$ cat config.mk
export PLATFORM = sky130hd
export DESIGN_NAME = dff_capture_shift_ctrl
export DESIGN_NICKNAME = d
export VERILOG_FILES = /design/src/rtl/dff_test_pkg.sv /design/src/rtl/sync_edge_det.sv /design/src/rtl/dff_capture_shift_ctrl.sv
export SDC_FILE = /design/constraint.sdc
export NUM_CORES = 1
export LEC_CHECK = 0
export ABC_AREA = 1
export BUFFER_PORTS_ARGS = -buffer_cell sky130_fd_sc_hd__buf_2
export CAP_MARGIN = 20
export CORE_MARGIN = 4
export CORE_UTILIZATION = 45
export DETAILED_ROUTE_END_ITERATION = 10
export PLACE_DENSITY = 0.78
export REMOVE_ABC_BUFFERS = 1
export SLEW_MARGIN = 20
export SYNTH_ARGS = -nofsm -noshare
export SYNTH_HDL_FRONTEND = slang
export SYNTH_SLANG_ARGS = --single-unit
$ cat constraint.sdc
create_clock -name CLK_50M -period 3.73 [get_ports CLK_50M]
set_clock_uncertainty 0.15 [all_clocks]
set_input_delay 0.1865 -clock CLK_50M [delete_from_list [all_inputs] [get_ports CLK_50M]]
set_output_delay 0.1865 -clock CLK_50M [all_outputs]
set_load 0.1 [all_outputs]
$ cat src/rtl/dff_test_pkg.sv
`default_nettype none
// ============================================================================
// Module      : dff_test_pkg
// Description : Shared types, constants and helpers for the DFF test readout
//               path: FSM state encoding, frame geometry and the popcount used
//               to build the frame checksum field.
// Revision    : 1.0 - initial release
// ============================================================================
package dff_test_pkg;

    // Readout sequencer states.
    typedef enum logic [1:0] {
        ST_IDLE    = 2'd0,
        ST_CAPTURE = 2'd1,
        ST_SHIFT   = 2'd2,
        ST_DONE    = 2'd3
    } state_t;

    localparam int         FRAME_W        = 32;
    localparam int         NUM_DFF        = 19;
    localparam logic [7:0] HEADER_DEFAULT = 8'hA5;
    localparam int         POP_W          = 5;

    // Number of set bits in a DFF snapshot. With 19 inputs the maximum is 19,
    // which fits the 5-bit field without overflow.
    function automatic logic [POP_W-1:0] popcount(input logic [NUM_DFF-1:0] v);
        logic [POP_W-1:0] cnt;
        cnt = '0;
        for (int i = 0; i < NUM_DFF; i++) begin
            cnt = cnt + {{(POP_W-1){1'b0}}, v[i]};
        end
        return cnt;
    endfunction

endpackage
`default_nettype wire

$ cat src/rtl/sync_edge_det.sv
`default_nettype none
// ============================================================================
// Module      : sync_edge_det (plus vector variant sync_vec)
// Description : sync_vec    - WIDTH-bit, SYNC_STAGES-deep synchronizer for
//                             asynchronous inputs.
//               sync_edge_det - 1-bit synchronizer followed by a rising-edge
//                             detector built from one extra delay flop.
// Ports       : clk     - sampling clock
//               rst     - synchronous active-high reset (clears every flop)
//               i_d     - asynchronous input
//               o_q / o_sync - synchronized level
//               o_rise  - one-cycle pulse on a synchronized 0->1 transition
// Revision    : 1.0 - initial release
// ============================================================================
module sync_vec #(
    parameter int WIDTH       = 1,
    parameter int SYNC_STAGES = 2
) (
    input  logic             clk,
    input  logic             rst,
    input  logic [WIDTH-1:0] i_d,
    output logic [WIDTH-1:0] o_q
);

    // Stage 0 is the metastability-catching flop; the last stage is the
    // first one safe to use in logic.
    logic [SYNC_STAGES-1:0][WIDTH-1:0] r_sync;

    always_ff @(posedge clk) begin
        if (rst) begin
            r_sync <= '0;
        end else begin
            r_sync <= {r_sync[SYNC_STAGES-2:0], i_d};
        end
    end

    assign o_q = r_sync[SYNC_STAGES-1];

endmodule

module sync_edge_det #(
    parameter int SYNC_STAGES = 2
) (
    input  logic clk,
    input  logic rst,
    input  logic i_d,
    output logic o_sync,
    output logic o_rise
);

    logic w_sync;
    logic r_dly;

    sync_vec #(
        .WIDTH       (1),
        .SYNC_STAGES (SYNC_STAGES)
    ) u_sync (
        .clk (clk),
        .rst (rst),
        .i_d (i_d),
        .o_q (w_sync)
    );

    always_ff @(posedge clk) begin
        if (rst) begin
            r_dly <= 1'b0;
        end else begin
            r_dly <= w_sync;
        end
    end

    // Combinational pulse so the consumer reacts on the edge right after the
    // synchronized level rises (pin-to-action = SYNC_STAGES + 1 cycles).
    assign o_sync = w_sync;
    assign o_rise = w_sync & ~r_dly;

endmodule
`default_nettype wire

$ cat src/rtl/dff_capture_shift_ctrl.sv
`default_nettype none
// ============================================================================
// Module      : dff_capture_shift_ctrl
// Description : Snapshots the test chip's DFF Q outputs on a Raspberry Pi save
//               request and shifts a 32-bit frame {HEADER, Q[18:0],
//               popcount(Q)} out MSB first, one bit per Pi data-clock edge.
// Ports       : CLK_50M       in   1   system clock (only clock)
//               RST           in   1   synchronous active-high reset
//               dffq_in       in   19  DFF Q pins (async)
//               save_data_pi  in   1   capture request level (async)
//               data_clk_pi   in   1   Pi shift clock, sampled (async)
//               data_out_pi   out  1   serial frame bit
//               busy          out  1   high in CAPTURE/SHIFT/DONE
//               capture_count out  16  completed captures, wrapping
// Revision    : 1.0 - initial release
// ============================================================================
module dff_capture_shift_ctrl
    import dff_test_pkg::*;
#(
    parameter int         NUM_BITS    = NUM_DFF,
    parameter int         SYNC_STAGES = 2,
    parameter logic [7:0] HEADER      = HEADER_DEFAULT
) (
    input  logic                CLK_50M,
    input  logic                RST,
    input  logic [NUM_BITS-1:0] dffq_in,
    input  logic                save_data_pi,
    input  logic                data_clk_pi,
    output logic                data_out_pi,
    output logic                busy,
    output logic [15:0]         capture_count
);

    localparam int IDX_W = $clog2(FRAME_W);

    logic [NUM_BITS-1:0] w_dffq_sync;
    logic                w_save_sync;
    logic                w_save_rise;
    logic                w_dclk_sync;
    logic                w_dclk_rise;
    logic [FRAME_W-1:0]  w_frame;

    state_t              r_state;
    logic [NUM_BITS-1:0] r_shadow;
    logic [FRAME_W-1:0]  r_shift;
    logic [IDX_W-1:0]    r_bit_idx;
    logic                r_data_out;
    logic                r_busy;
    logic [15:0]         r_count;

    sync_vec #(
        .WIDTH       (NUM_BITS),
        .SYNC_STAGES (SYNC_STAGES)
    ) u_sync_dffq (
        .clk (CLK_50M),
        .rst (RST),
        .i_d (dffq_in),
        .o_q (w_dffq_sync)
    );

    sync_edge_det #(
        .SYNC_STAGES (SYNC_STAGES)
    ) u_sync_save (
        .clk    (CLK_50M),
        .rst    (RST),
        .i_d    (save_data_pi),
        .o_sync (w_save_sync),
        .o_rise (w_save_rise)
    );

    sync_edge_det #(
        .SYNC_STAGES (SYNC_STAGES)
    ) u_sync_dclk (
        .clk    (CLK_50M),
        .rst    (RST),
        .i_d    (data_clk_pi),
        .o_sync (w_dclk_sync),
        .o_rise (w_dclk_rise)
    );

    // The frame is assembled from the same synchronized value that lands in
    // the shadow register during CAPTURE, so the shift register and shadow
    // always describe the identical snapshot.
    assign w_frame = {HEADER, w_dffq_sync, popcount(w_dffq_sync)};

    always_ff @(posedge CLK_50M) begin
        if (RST) begin
            r_state    <= ST_IDLE;
            r_shadow   <= '0;
            r_shift    <= '0;
            r_bit_idx  <= '0;
            r_data_out <= 1'b0;
            r_busy     <= 1'b0;
            r_count    <= '0;
        end else begin
            case (r_state)
                ST_IDLE: begin
                    // data_clk edges are deliberately ignored here, which also
                    // resolves a coincident save/data_clk edge in favour of save.
                    r_data_out <= 1'b0;
                    if (w_save_rise) begin
                        r_state <= ST_CAPTURE;
                        r_busy  <= 1'b1;
                    end
                end

                ST_CAPTURE: begin
                    r_shadow   <= w_dffq_sync;
                    r_shift    <= w_frame;
                    r_data_out <= w_frame[FRAME_W-1];
                    r_bit_idx  <= '0;
                    r_count    <= r_count + 16'd1;
                    r_state    <= ST_SHIFT;
                end

                ST_SHIFT: begin
                    // The Pi samples before raising data_clk, so each edge
                    // retires the bit currently presented.
                    if (w_dclk_rise) begin
                        r_shift   <= {r_shift[FRAME_W-2:0], 1'b0};
                        r_bit_idx <= r_bit_idx + IDX_W'(1);
                        if (r_bit_idx == IDX_W'(FRAME_W-1)) begin
                            r_data_out <= 1'b0;
                            r_state    <= ST_DONE;
                        end else begin
                            r_data_out <= r_shift[FRAME_W-2];
                        end
                    end
                end

                ST_DONE: begin
                    // Waiting for save to drop keeps a held-high request from
                    // producing a second frame.
                    r_data_out <= 1'b0;
                    if (!w_save_sync) begin
                        r_state <= ST_IDLE;
                        r_busy  <= 1'b0;
                    end
                end

                default: begin
                    r_state    <= ST_IDLE;
                    r_data_out <= 1'b0;
                    r_busy     <= 1'b0;
                end
            endcase
        end
    end

    assign data_out_pi   = r_data_out;
    assign busy          = r_busy;
    assign capture_count = r_count;

endmodule
`default_nettype wire

### Word-level counts from Yosys, hierarchy flattened

Index checks and enable logic that the tools add are counted.
Widths: inputs -> output; s select.

| word-level totals | value |
|---|---|
| memory bits (read-only) | 0 |
| bits in latches | 0 |
| word-level logic and storage cells | 68 |
| output and inout port bits | 18 |
| input port bits | 23 |
| register bits after elaboration | 100 |
| memory bits (writable) | 0 |
| memories kept | 0 |

| operators by class | value |
|---|---|
| muxes and demuxes | 15 |
| shift operators | 0 |
| eq/ne operators | 8 |
| multiply operators | 0 |
| reduce and logical (&&, ||, !) cells | 7 |
| $lt $le $gt $ge | 0 |
| bitwise gates (word level) | 4 |
| div/mod/pow operators | 0 |
| add/sub/neg operators | 20 |

Operators with widths:

| kind | number |
|---|---|
| $add 5x1->5 | 14 |
| $pmux 31 s2 | 1 |
| $mux 31 | 1 |
| $add 16x1->16 const B | 1 |
| $pmux 5 s2 | 1 |
| $mux 2 | 4 |
| $pmux 2 s4 | 1 |
| $add 4x1->5 | 1 |
| $add 5x1->5 const B | 1 |
| $eq 5x5->1 const B | 1 |
| $mux 5 | 1 |
| $add 3x1->4 | 1 |
| $eq 2x2->1 const B | 2 |
| $mux 1 | 4 |
| $ne 2x1->1 const B | 2 |
| $ne 2x2->1 const B | 2 |
| $reduce_and 4->1 | 1 |
| $reduce_bool 2->1 | 2 |
| $add 2x1->3 | 1 |
| $pmux 1 s3 | 1 |
| $reduce_and 3->1 | 1 |
| $add 1x1->2 | 1 |
| $and 1x1->1 | 2 |
| $eq 2x1->1 const B | 1 |
| 5 further kinds | 6 |

### Depth between registers and ports, before layout

Gate-level depths: netlist of run 1.

| depth | value |
|---|---|
| word-level depth | 19 |
| depth in mapped cells | 15 |
| mapped depth without buffers | 15 |

### Modules after synthesis

From an unflattened synthesis of run 1, not the netlist that was laid out.

| second synthesis, totals | value |
|---|---|
| cells, all modules | 548 |
| area, all modules | 4401.7 um^2 |

By module, submodules not included:

| module | sequential area each (um^2) | area an instance (um^2) | cells each | times used |
|---|---|---|---|---|
| dff_capture_shift_ctrl | 1121.1 | 3001.6 | 391 | 1 |
| sync_vec at u_sync_dffq | 760.7 | 1227.4 | 137 | 1 |
| sync_vec at u_sync_dclk.u_sync ... | 40.0 | 55.1 | 6 | 2 |
| sync_edge_det | 20.0 | 31.3 | 4 | 2 |

### Least setup slack after synthesis of run 1

No wires, ideal clock.

| timing | value |
|---|---|
| path kind | register to register |
| start point | register u_sync_dffq.r_sync (netlist bit u_sync_dffq.o_q[0]) |
| end point | register r_shift[4] |
| cell stages (with the launch flop) | 16 |
| setup time | 0.122 ns |
| data required time | 3.458 ns |
| path buffers | 0 |
| arrival time | 3.793 ns |
| clock period less this slack | 4.065 ns |
| slack | -0.335 ns |
| path through | dfxtp_1 inv_1 fa_1 fa_1 fa_1 fa_1 fa_1 inv_1 fa_1 inv_1 fa_1 nor2_1 o21ai_0 nand2_1 o21ai_0 a21oi_1 |

| between the ends | value |
|---|---|
| longest elaborated chain between the ends | 19 |

Ends and longest elaborated chain:

| item | RTL line | text |
|---|---|---|
| start: declaration | sync_edge_det.sv:27 | `logic [SYNC_STAGES-1:0][WIDTH-1:0] r_sync;` |
| start signal: assignment | sync_edge_det.sv:33 | `r_sync <= {r_sync[SYNC_STAGES-2:0], i_d};` |
| $add 1x1->2 | dff_test_pkg.sv:30 | `cnt = cnt + {{(POP_W-1){1'b0}}, v[i]};` |
| $add 2x1->3 | dff_test_pkg.sv:30 |  |
| $add 3x1->4 | dff_test_pkg.sv:30 |  |
| $add 4x1->5 | dff_test_pkg.sv:30 |  |
| $add 5x1->5 (14 in series) | dff_test_pkg.sv:30 |  |
| $pmux 31 s2 | dff_capture_shift_ctrl.sv:96 | `case (r_state)` |
| end signal: assignment | dff_capture_shift_ctrl.sv:109 | `r_shift <= w_frame;` |
| end signal: assignment | dff_capture_shift_ctrl.sv:120 | `r_shift <= {r_shift[FRAME_W-2:0], 1'b0};` |
| end: declaration | dff_capture_shift_ctrl.sv:45 | `logic [FRAME_W-1:0] r_shift;` |

No other way between the ends.
A chain may end at the register's enable or synchronous reset.

### Worst setup path in the final report of run 1

| timing | value |
|---|---|
| start point | register u_sync_dffq.r_sync (netlist bit u_sync_dffq.o_q[11]) |
| end point | register r_shift[1] |

| between the ends | value |
|---|---|
| longest elaborated chain between the ends | 9 |

Ends and longest elaborated chain:

| item | RTL line |
|---|---|
| $add 5x1->5 (8 in series) | dff_test_pkg.sv:30 |
| $pmux 31 s2 | dff_capture_shift_ctrl.sv:96 |

No other way between the ends.

==> results_dict.tcl, run 1 <==
set metrics [dict create \
    insertion_delay_ps 370 \
    dpl_worst_slack_ps -543 \
    final_common_cell "dfxtp_1" \
    synth_cells 531 \
    setup_viol 5 \
    wire_per_inst_um 10.9 \
    clock-sinks 100 \
    fin_nets 640 \
    cp-end-kind "flop" \
    synth_top_area_share 0.469 \
    port_buffers 40 \
    layout_common_cells "94 x dfxtp_1, 88 x inv_1, 84 x nand2_1" \
    ys.flop_type "dfxtp_1" \
    seqPwrFrac 0.464 \
    n_fill_cell 844 \
    ys_warn_count 0 \
    ir_drop_v 0.000331 \
    row_count 35 \
    postRouteAntennaNets 0 \
    die_h_um 105 \
    initialDrtViolationCount 135 \
    vias 3402 \
    cts.htree.levels 3 \
    combPwrFrac 0.316 \
    p_sw_uw 1040 \
    start_util 0.462 \
    grt-ovfl-total 0 \
    fin_util 0.542 \
    die-area_um2 11100 \
    cp_top_family "adder cells" \
    clk_pin_slew_worst_paths_ps 100 \
    routed_via_density 4.71 \
    io_pins 41 \
    hold_depth 2 \
    worstPathMaxFanout 2 \
    critPathArrivalTime_ps 4370 \
    numCtsBuffers 9 \
    crit_buf_inv 3 \
    avgSynthCellArea_um2 8.04 \
    clkPwrFrac 0.220 \
    crit_type "reg2reg" \
    period_share 1.13 \
    synth_area_leaders "dfxtp_1 47%, inv_1 8.3%, nand2_1 7.5%" \
    setup_slack_ps -473 \
    synth_cell_types 34 \
    power_density_nw_per_um2 555 \
    grt_pass1_wl_um 14300 \
    firstDrtPassIters 4 \
    cp_slowest_stage_delay_ps 540 \
    yosys.area.top_type "dfxtp_1" \
    design.core.area_um2 9240 \
    worstHoldPathType "reg2reg" \
    antenna_cells 0 \
    clock_path_buffers 2 \
    grt_setup_unrepaired "true" \
    p_leak_uw 0.00222 \
    die_w_um 105 \
    cpMaxStageDelayCell "fa_1" \
    grt_usage 0.157 \
    ff2ff_path_depth 13 \
    synth_area_um2 4270 \
    wirelength_um 7910 \
    setup_tns_ps -1700 \
    violations "negative setup slack" \
    grt_pass1_vias 3379 \
    crit_chain "inv_2 -> fa_1 -> fa_1 -> fa_1 -> fa_1 -> fa_1 -> inv_2 -> fa_2 -> inv_2 -> fa_2 -> nor2_2 -> a211oi_2 -> nor2_1" \
    p_int_uw 1740 \
    ys_async_sr_fraction 0 \
    hold_viol 0 \
    ys_ff_latch 100 \
    worst_pin_slew_ps 747 \
    critical_path_depth 13 \
    cap_violations 0 \
    gp_congestion 0.817 \
    clockRootBuffer "clkbuf_8" \
    grt_max_degree 63 \
    power_switching_share 0.374 \
    drc 0 \
    dp_hpwl_um 5190 \
    drv_slew 0 \
    cp-start-kind "flop" \
    drive_gt1_frac 0.158 \
    antenna_found_initial 0 \
    cp.required_ps 3890 \
    period_minus_slack_ps 4200 \
    syn_to_final_growth_pct 17.5 \
    ys_seq_area_frac 0.469 \
    crit_top_cell "fa_1" \
    synth_edf_count 0 \
    status "complete, but fails checks" \
    slew-limit-headroom 0.500 \
    fmax_mhz 238 \
    cts_tree "done" \
]
[synth_stat cells, types with 2 or more instances]
master    instances
dfxtp_1         100
inv_1            94
nand2_1          85
nor2_1           75
a21oi_1          29
o21ai_1          21
a31oi_1          20
ha_1             15
clkbuf_1         13
fa_1             13
o21ai_0          13
nand3_1           8
nor3_1            7
buf_2             4
buf_6             4
o22ai_1           4
inv_2             3
a211oi_1          2
nand3b_1          2
nand4_1           2
nor2_2            2
nor2_4            2
or2_1             2
[per-layer routing]
metal  GRT usage  up-vias  wire length (µm)
li1            -     1759                 -
met1       0.184     1552              3490
met2       0.265       74              3830
met3      0.0374       17               413
met4      0.0806        0               178
met5           0        -                 0
[flip-flops by register name (all words and copies together) (netlist names)]
name	count
u_sync_dclk.u_sync.r_sync	1
u_sync_save.r_dly	1
data_out_pi	1
r_bit_idx	5
u_sync_dffq.r_sync	19
r_state	2
u_sync_dclk.r_dly	1
u_sync_dclk.u_sync.o_q	1
u_sync_dffq.o_q	19
u_sync_save.u_sync.o_q	1
u_sync_save.u_sync.r_sync	1
r_shift	31
capture_count	16
busy	1
[power by group through the flow]
stage / Clock, µW / Combinational (µW) / Sequential [µW]
finish: 612 / 879 / 1290
global placement: 0 / 783 / 1310
floorplan: 0 / 520 / 1410
global route: 676 / 987 / 1310
CTS: 636 / 846 / 1290
detailed placement: 0 / 811 / 1310
[kinds of logic (layout without fill, tap and decap cells)]
| logic type | after synthesis | in the layout | share of synthesized area |
|---|---|---|---|
| AND/OR/NAND/NOR | 192 | 192 | 0.194 |
| buffers and inverters | 119 | 182 | 0.113 |
| flip-flops | 100 | 100 | 0.469 |
| AO/OA/AOI/OAI | 91 | 91 | 0.116 |
| adder cells (fa/ha/maj) | 28 | 28 | 0.105 |
| XOR/XNOR | 1 | 1 | 0.00205 |
[path summary, 6_finish.rpt]
kind                                                              start                                 to  slack [ps]
worst max-delay path                     u_sync_dffq.o_q[11]$_SDFF_PP0_            r_shift[1]$_SDFFE_PP0P_        -470
worst min-delay path            u_sync_dclk.u_sync.r_sync[0]$_SDFF_PP0_  u_sync_dclk.u_sync.o_q$_SDFF_PP0_         250
worst max register to register           u_sync_dffq.o_q[11]$_SDFF_PP0_            r_shift[1]$_SDFFE_PP0P_        -470
worst min register to register  u_sync_dclk.u_sync.r_sync[0]$_SDFF_PP0_  u_sync_dclk.u_sync.o_q$_SDFF_PP0_         250
[stage by stage]
step           instances  hold slack, ps  total power, µW  area, µm²
5_1_grt              723             249             2970       5010
2_1_floorplan        510             106             1930       4150
4_1_cts              722             252             2770       4970
3_5_place_dp         682             244             2120       4540
3_3_place_gp         682             235             2090       4540
6_report             723             251             2780       5010
[timing repair]
action	CTS	global route
endpoints found under the hold margin	21	0
pin swaps	9	1
gates resized for setup	16	6
setup buffers	3	0
cloned	0	0
hold buffers	21	0
endpoints found under the setup margin	5	5
[layout make-up]
class                      instances  area [µm²]  area share
sequential                       100        2010       0.401
multi-input combinational        312        1810       0.361
timing repair buffer              68         487      0.0971
inverter                          98         370      0.0739
tap                              129         161      0.0322
clock buffer                      10         128      0.0255
clock inverter                     6        47.5     0.00949
[worst register-to-register path: stages, from the launching register on]
cell and delay (ps):
dfxtp_2 340, inv_2 40, fa_1 540, fa_1 440, fa_1 530, fa_1 430, fa_1 520, inv_2 50
fa_2 350, inv_2 70, fa_2 430, nor2_2 110, a211oi_2 40, nor2_1 120
(Power assumes the default switching activity.)
==> run 2: changes to the inputs <==
--- a/config.mk
+++ b/config.mk
@@ -5,10 +5,9 @@
 export SDC_FILE = /design/constraint.sdc
 export NUM_CORES = 1
 export LEC_CHECK = 0
-export ABC_AREA = 1
+export ABC_AREA = 0
 export BUFFER_PORTS_ARGS = -buffer_cell sky130_fd_sc_hd__buf_2
 export CAP_MARGIN = 20
-export CORE_MARGIN = 4
 export CORE_UTILIZATION = 45
 export DETAILED_ROUTE_END_ITERATION = 10
 export PLACE_DENSITY = 0.78
==> run 2 against run 1 <==
The run still ends with negative setup slack left; synthesized area decreased by 1.2%; sequential power about the same; core utilization rose by 1.2 points; synthesized cell count down 19%; count of clock-buffer cells in the layout stayed put; critical path depth did not move; die area is 12% lower; fmax down 3.4%; flip-flop and latch count unchanged; final cell count is 17% lower; critical endpoint unchanged; largest cell class unchanged; highest routed layer unchanged.
==> results_dict.tcl, run 2 <==
set metrics [dict create \
    row_count 34 \
    syn_to_final_growth_pct 17.0 \
    cp-start-kind "flop" \
    ir_drop_v 0.000305 \
    cpMaxStageDelayCell "fa_1" \
    cp_top_family "adder cells" \
    ys_seq_area_frac 0.475 \
    cp.required_ps 3870 \
    initialDrtViolationCount 141 \
    clock-sinks 100 \
    crit_type "reg2reg" \
    cp_slowest_stage_delay_ps 570 \
    cap_violations 0 \
    yosysMostFrequentCell "dfxtp_1" \
    setup_slack_ps -622 \
    crit_buf_inv 3 \
    grt_max_degree 72 \
    die-area_um2 9760 \
    final_area_um2 4930 \
    violations "negative setup slack" \
    clock_path_buffers 2 \
    hold_viol 0 \
    synth_edf_count 0 \
    worstHoldPathType "in2reg" \
    dp_hpwl_um 5080 \
    antenna_found_initial 0 \
    die_w_um 98.8 \
    clk_pin_slew_worst_paths_ps 90 \
    cts.htree.levels 3 \
    wire_per_inst_um 12.6 \
    firstDrtPassIters 5 \
    grt_pass1_wl_um 13000 \
    largest_reg_flops 31 \
    ys.flop_type "dfxtp_1" \
    ys_async_sr_fraction 0 \
    grt-ovfl-total 0 \
    port_buffers 40 \
    insertion_delay_ps 360 \
    top_register "r_shift" \
    cts_tree "done" \
    clockRootBuffer "clkbuf_8" \
    drv_slew 0 \
    start_util 0.474 \
    slew-limit-headroom 0.457 \
    critPathArrivalTime_ps 4490 \
    crit_chain "inv_2 -> fa_1 -> fa_1 -> fa_1 -> fa_1 -> fa_1 -> inv_1 -> fa_2 -> inv_2 -> fa_2 -> o21ai_1 -> nand2_1 -> a21oi_2" \
    synth_top_area_share 0.475 \
    period_share 1.17 \
    fin_util 0.554 \
    drive_gt1_frac 0.163 \
    synth_area_leaders "dfxtp_1 48%, nor2b_1 6.8%, fa_1 6.2%" \
    gp_congestion 0.859 \
    fin_nets 539 \
    postRouteAntennaNets 0 \
    worst_pin_slew_ps 813 \
    cp-end-kind "flop" \
    power_density_nw_per_um2 567 \
    fmax_mhz 230 \
    crit_top_cell "fa_1" \
    design.core.area_um2 8890 \
    grt_setup_unrepaired "true" \
    drc 0 \
    synth_area_um2 4210 \
    hold_slack_ps 167 \
    grt_pass1_vias 2978 \
    wirelength_um 7580 \
    worstPathMaxFanout 2 \
    dpl-instance-area_um2 4480 \
    numCtsBuffers 9 \
    io_pins 41 \
    layout_common_cells "97 x dfxtp_1, 46 x nor2b_1, 44 x nor2_1" \
    ys_ff_latch 100 \
    synth_cell_types 38 \
    routed_via_density 5.01 \
    ys_warn_count 0 \
    avgSynthCellArea_um2 9.75 \
    yosys.area.top_type "dfxtp_1" \
    setup_viol 5 \
    final_common_cell "dfxtp_1" \
    status "complete, but fails checks" \
    dpl_worst_slack_ps -691 \
    grt_usage 0.169 \
    synth_common_cells "100 x dfxtp_1, 46 x nor2b_1, 44 x nor2_1, 35 x inv_1" \
    die_h_um 98.8 \
    p_leak_uw 0.00196 \
    synth_cells 432 \
    vias 3008 \
    place_inst 561 \
    antenna_cells 0 \
    finalNonFillerCells 600 \
    period_minus_slack_ps 4350 \
]
==> run 2: cell types whose count changed after synthesis, moves of 8 or more <==
cell      before  now
nor2b_1        0   46
a21oi_1       29   21
a211oi_1       2   21
nand2_1       85   19
mux2i_1        0   20
a31oi_1       20    1
nor2_1        75   44
inv_1         94   35
o21ai_1       21    0
xnor2_1        1    9
==> run 2: worst paths after layout <==
check | start | to | slack, ps | cells past startpoint
hold / removal | RST | r_bit_idx[0]$_SDFFE_PP0P_ | 170 | 2
hold reg to reg | u_sync_dffq.r_sync[16]$_SDFF_PP0_ | u_sync_dffq.o_q[16]$_SDFF_PP0_ | 280 | 1
setup reg to reg | u_sync_dffq.o_q[9]$_SDFF_PP0_ | r_shift[1]$_SDFFE_PP0P_ | -620 | 13
setup / recovery | u_sync_dffq.o_q[9]$_SDFF_PP0_ | r_shift[1]$_SDFFE_PP0P_ | -620 | 13
==> run 2: power by group <==
| part | switching (µW) | internal, µW | total [µW] |
|---|---|---|---|
| combinational | 508 | 305 | 813 |
| sequential | 90.6 | 1230 | 1320 |
| clock | 356 | 310 | 666 |
| total | 955 | 1840 | 2800 |
==> run 2: repair_timing <==
action / in CTS / in global routing
cloned: 0 / 0
endpoints found under the setup margin: 5 / 5
resized for setup: 9 / 5
endpoints found under the hold margin: 21 / 0
buffers inserted: 1 / 2
hold buffers: 21 / 0
pin swaps: 8 / 5
==> run 2: layout make-up <==
cell class	instances	area (µm²)
multi-input cells	274	1990
well taps	108	135
clock buffers	10	128
clock inverters	5	60.1
fillers	743	3960
inverters	35	131
repair buffers	68	475
flip-flops and latches	100	2010
==> run 2: cells by family after synthesis <==
family / share of synthesized area
AND/OR/NAND/NOR: 0.196
flip-flops: 0.475
AO/OA/AOI/OAI: 0.0876
buffers and inverters: 0.0582
adder cells (fa/ha/maj): 0.106
multiplexers: 0.0475
XOR/XNOR: 0.0291
==> run 2: through the flow <==
stage | total power [µW] | setup TNS [ps]
3_3_place_gp | 2050 | -1610
3_5_place_dp | 2100 | -2210
6_report | 2800 | -2260
4_1_cts | 2800 | -2010
5_1_grt | 2980 | -2920
2_1_floorplan | 1910 | -1220
==> run 2: layer usage <==
metal / routed length, µm / global-route usage / vias up / share of wire
li1: - / - / 1531 / -
met1: 3290 / 0.188 / 1422 / 0.43
met4: 91 / 0.0540 / 0 / 0.012
met3: 233 / 0.0504 / 9 / 0.031
met2: 3960 / 0.310 / 46 / 0.52
met5: 0 / 0 / - / 0
